## src/rtl/pf_reset_pkg.sv

```systemverilog
// Shared types and sizing helpers for the sequenced fabric reset block.
package pf_reset_pkg;

    typedef enum logic [1:0] {
        S_PWRUP  = 2'd0,
        S_ASSERT = 2'd1,
        S_STAGE  = 2'd2,
        S_DONE   = 2'd3
    } seq_state_t;

    // Wide enough to hold the largest delay, so every terminal value is representable.
    function automatic int cnt_width(input int a, input int b, input int c);
        int m;
        m = a;
        if (b > m) m = b;
        if (c > m) m = c;
        return $clog2(m + 1);
    endfunction

endpackage

```

## src/rtl/pf_reset_dly_cnt.sv

```systemverilog
// Delay up-counter with clear and terminal detect against a limit chosen at runtime.
module pf_reset_dly_cnt #(
    parameter int CNT_W = 5
) (
    input  logic             CLK,
    input  logic             INTERNAL_RST,
    input  logic             i_clr,
    input  logic             i_en,
    input  logic [CNT_W-1:0] i_limit,
    output logic             o_term
);

    logic [CNT_W-1:0] r_cnt;

    always_ff @(posedge CLK or negedge INTERNAL_RST) begin
        if (!INTERNAL_RST) begin
            r_cnt <= '0;
        end else if (i_clr) begin
            r_cnt <= '0;
        end else if (i_en) begin
            r_cnt <= r_cnt + 1'b1;
        end
    end

    // Terminal one count early so the event lands exactly on the limit-th edge.
    assign o_term = (r_cnt == (i_limit - 1'b1));

endmodule

```

## src/rtl/pf_reset_seq_multi.sv

```systemverilog
// Releases NUM_CH fabric reset domains in order after INTERNAL_RST or a software re-reset.
module pf_reset_seq_multi
    import pf_reset_pkg::*;
#(
    parameter int NUM_CH      = 4,
    parameter int POWERUP_DLY = 16,
    parameter int STAGE_DLY   = 8,
    parameter int MIN_ASSERT  = 4
) (
    input  logic              CLK,
    input  logic              INTERNAL_RST,
    input  logic              SW_RST_REQ,
    input  logic              FF_US_RESTORE,
    output logic [NUM_CH-1:0] FABRIC_RESET_N,
    output logic              SEQ_DONE
);

    localparam int CNT_W = cnt_width(POWERUP_DLY, STAGE_DLY, MIN_ASSERT);
    localparam int IDX_W = (NUM_CH > 1) ? $clog2(NUM_CH) : 1;
    localparam logic [IDX_W-1:0] LAST_IDX = IDX_W'(NUM_CH - 1);

    seq_state_t        r_state;
    logic [NUM_CH-1:0] r_ch;
    logic [IDX_W-1:0]  r_idx;
    logic              r_done;

    logic [CNT_W-1:0]  w_limit;
    logic              w_term;
    logic              w_clr;
    logic              w_en;

    always_comb begin
        w_limit = CNT_W'(STAGE_DLY);
        case (r_state)
            S_PWRUP:  w_limit = CNT_W'(POWERUP_DLY);
            S_ASSERT: w_limit = CNT_W'(MIN_ASSERT);
            default:  w_limit = CNT_W'(STAGE_DLY);
        endcase
    end

    // Every release reloads the counter; a request restarts it from zero.
    assign w_clr = SW_RST_REQ | w_term;
    assign w_en  = (r_state != S_DONE);

    pf_reset_dly_cnt #(
        .CNT_W (CNT_W)
    ) u_dly_cnt (
        .CLK          (CLK),
        .INTERNAL_RST (INTERNAL_RST),
        .i_clr        (w_clr),
        .i_en         (w_en),
        .i_limit      (w_limit),
        .o_term       (w_term)
    );

    always_ff @(posedge CLK or negedge INTERNAL_RST) begin
        if (!INTERNAL_RST) begin
            r_state <= S_PWRUP;
            r_ch    <= '0;
            r_idx   <= '0;
            r_done  <= 1'b0;
        end else if (SW_RST_REQ) begin
            r_state <= S_ASSERT;
            r_ch    <= '0;
            r_idx   <= '0;
            r_done  <= 1'b0;
        end else begin
            case (r_state)
                S_PWRUP, S_ASSERT: begin
                    if (w_term) begin
                        r_ch[0] <= 1'b1;
                        if (NUM_CH == 1) begin
                            r_state <= S_DONE;
                            r_done  <= 1'b1;
                        end else begin
                            r_state <= S_STAGE;
                            r_idx   <= IDX_W'(1);
                        end
                    end
                end
                S_STAGE: begin
                    if (w_term) begin
                        r_ch[r_idx] <= 1'b1;
                        if (r_idx == LAST_IDX) begin
                            r_state <= S_DONE;
                            r_done  <= 1'b1;
                        end else begin
                            r_idx <= r_idx + 1'b1;
                        end
                    end
                end
                S_DONE: begin
                    r_state <= S_DONE;
                end
                default: begin
                    r_state <= S_PWRUP;
                end
            endcase
        end
    end

    // Restore bypass is purely combinational so it acts in the same cycle.
    for (genvar gi = 0; gi < NUM_CH; gi++) begin : g_out
        assign FABRIC_RESET_N[gi] = r_ch[gi] | FF_US_RESTORE;
    end

    assign SEQ_DONE = r_done;

endmodule

```

## config.mk

```make
export PLATFORM = sky130hd
export DESIGN_NAME = pf_reset_seq_multi
export DESIGN_NICKNAME = d
export VERILOG_FILES = /design/src/rtl/pf_reset_pkg.sv /design/src/rtl/pf_reset_dly_cnt.sv /design/src/rtl/pf_reset_seq_multi.sv
export SDC_FILE = /design/constraint.sdc
export NUM_CORES = 1
export LEC_CHECK = 0
export CORE_MARGIN = 4
export CORE_UTILIZATION = 30
export DETAILED_ROUTE_END_ITERATION = 8
export PLACE_DENSITY = 0.59
export SYNTH_ARGS = -nofsm -noshare
export SYNTH_HDL_FRONTEND = slang
export SYNTH_HIERARCHICAL = 1
export SYNTH_SLANG_ARGS = --single-unit
```

## constraint.sdc

```tcl
create_clock -name CLK -period 6.5 [get_ports CLK]
set_input_delay 0.65 -clock CLK [delete_from_list [all_inputs] [get_ports CLK]]
set_output_delay 0.65 -clock CLK [all_outputs]
set_load 0.005 [all_outputs]
```

==> reports/results.ini <==
[routing]
drc=0
num_vias=619
firstDrtPassIters=4
routedWlPerCell_um=11.63
drt_iter0_drc=19
antenna_left=0
wirelength_um=1547
avgViaCountPerCell=4.654

[die]
start_util=0.3266
rows=18
dieWidth_um=61.10
pin_count=9
fp.coreArea_um2=2590
die_area_um2=3733
die_h_um=61.10

[setup_path]
critPathKind=flip-flop to flip-flop
cp_slowest_cell=a311oi_1
critPathMaxStageDelay_ns=0.78
crit_arrival_ns=2.83
crit_start=r_state[1]
crit_path_cell_trace=nor2b_1, nor2b_1, or3_1, a311oi_1, and3b_1, a21oi_1, nor2_1
crit_fanout=11
cp-end-kind=flip-flop
reg2reg_from=r_state[1]
crit_top_cell=nor2b_1
required_ns=6.71
r2r_slack_ns=3.87
critPathLaunchType=flip-flop

[timing]
holdWs_ns=0.5044
finalHoldViolCount=0
worst_slack_ns=3.874
fin_crit_sh=0.4040
fmax_mhz=380.8
setup_violations=0
slew_headroom=0.3830
skew_ns=0.003044
rsz0062_at_grt=false
fin_crit_ns=2.626
slew_viol_final=0
tns_ns=0
worst_slew_pin_slew_ns=0.9193

[clocking]
numCtsBuffers=3
postCtsSetupBuffers=0
clock_path_buffers=2
cts_root_buf=clkbuf_4
cts_tree=done
h-tree-depth=1
cts_hold_buf=0
path_clk_slew_ns=0.09
cts_num_sinks=14
clock_latency_ns=0.28
ctsResizeCount=0

[cells_and_area]
drive_above_1_share=0.08738
diodes=0
final_cell_mix=dfrtp_1 (14), nor2_1 (10), a21oi_1 (9), clkdlybuf4s50_1 (8)
area_delta_synth_final_pct=18.20
fin_nets=114
final_common_cell=dfrtp_1

[grt]
antenna_found_initial=0
grt_pass1_wl_um=2649
grt_pass1_vias=598
grt_max_degree=15
grt-ovfl-total=0
gr-usage-all-layers=0.09466

[placed_design]
hpwl_um=1175
port_buffers=8
place.gp.congestion=0.7962
post-place-ws_ns=3.913

[hold_path]
hold_start=r_ch[1]
min_path_type=flip-flop to flip-flop

[yosys]
synth_seq_cells=14
yosysWarningCount=6
synth_top_area_frac=0.4142
netlist_instances=90
syn_area_per_cell_um2=9.398
yosysTopAreaCell=dfrtp_1
synth.distinct_cells=27
ys_seq_area_frac=0.4142
synth_area_um2=845.8
synth_area_leaders=dfrtp_1 (41%), ha_1 (8.9%), a21oi_1 (5.3%)

[job]
maxCapViolCount=0

[pwr]
p_leak_uw=0.0004416
switching_share=0.3782
internal_power_uw=200.2
switching_power_uw=121.8
p_seq_frac=0.410
comb_power_share=0.393
pwr_density_cell_nw_per_um2=322.1
pwr-share-clk=0.197
ir_drop_mv=0.1444

[run_status]
outcome=complete, no violations

cell type report:
class	instances	area [um^2]
Multi-Input combinational cell	70	469.2
Tap cell	30	37.54
Clock buffer	4	36.28
Fill cell	254	1590
Sequential cell	14	350.3
Timing Repair Buffer	8	80.08
Inverter	7	26.28
cell families (layout without fill, tap and decap cells):
kind of cell,after synthesis,count (layout),synth area share
flops,14,14,0.4142
simple gates,32,32,0.2101
mux,2,2,0.02367
compound gates,16,16,0.1169
fa+ha+maj,6,6,0.08876
other cells,1,5,0.004434
xor+xnor,9,9,0.09319
buf+inv,10,19,0.04882
cells in the mapped netlist (all sizes together):
cell and instances:
and3b 2, ha 6, clkbuf 2, xnor2 4
a311oi 1, o21a 1, o21ai 3, a221oi 1
conb 1, nand2 3, or2 6, mux2i 2
a21oi 9, xor2 5, nor3 1, inv 7
dfrtp 14, nor2b 4, buf 1, nor2 11
or3 1, nand4 3, and4bb 1, o211ai 1
worst paths after layout:
check / to / depth (start not counted)
worst max-delay path: r_ch[3] / 7
worst min-delay path: r_ch[1] / 2
worst max register to register: r_ch[3] / 7
worst min register to register: r_ch[1] / 2
max in group asynchronous: u_dly_cnt/r_cnt[1] / 1
min in group asynchronous: r_state[0] / 1
layer usage:
metal  up-vias  GRT usage  part of all wire
met3         0    0.01468             0.038
met2        12     0.1390              0.44
met4         0    0.03715                 0
met1       287     0.1388              0.52
met5         -          0                 0
li1        320          -                 -
power by group through the flow:
stage / Combinational (uW) / Sequential (uW) / Clock (uW)
after global placement: 122 / 134 / 0
after detailed placement: 126 / 134 / 0
final: 126 / 132 / 63.5
after floorplan: 111 / 122 / 0
after global routing: 143 / 137 / 71.0
after CTS: 127 / 132 / 64.8
sequential cells by signal, indices dropped and copies added, names as in the netlist:
| signal | flops |
|---|---|
| u_dly_cnt/r_cnt | 5 |
| r_ch | 4 |
| r_idx | 2 |
| r_state | 2 |
| SEQ_DONE | 1 |
worst max-delay path: cells and delay by family (launching register included):
kind               cells  cell delay, ns
and+or+nand+nor        5            1.18
AOI/OAI and AO/OA      2            0.87
DFF                    1            0.51
through the flow:
step / cell area [um^2] / utilization / instances / total power (uW)
6_report: 999.7 / 0.3860 / 133 / 322.0
5_1_grt: 999.7 / 0.3860 / 133 / 350.9
4_1_cts: 999.7 / 0.3860 / 133 / 324.0
3_5_place_dp: 963.4 / 0.3720 / 129 / 260.2
3_3_place_gp: 963.4 / 0.3720 / 129 / 255.7
2_1_floorplan: 860.8 / - / 94 / 232.5
Power figures use the tool's default switching activity.
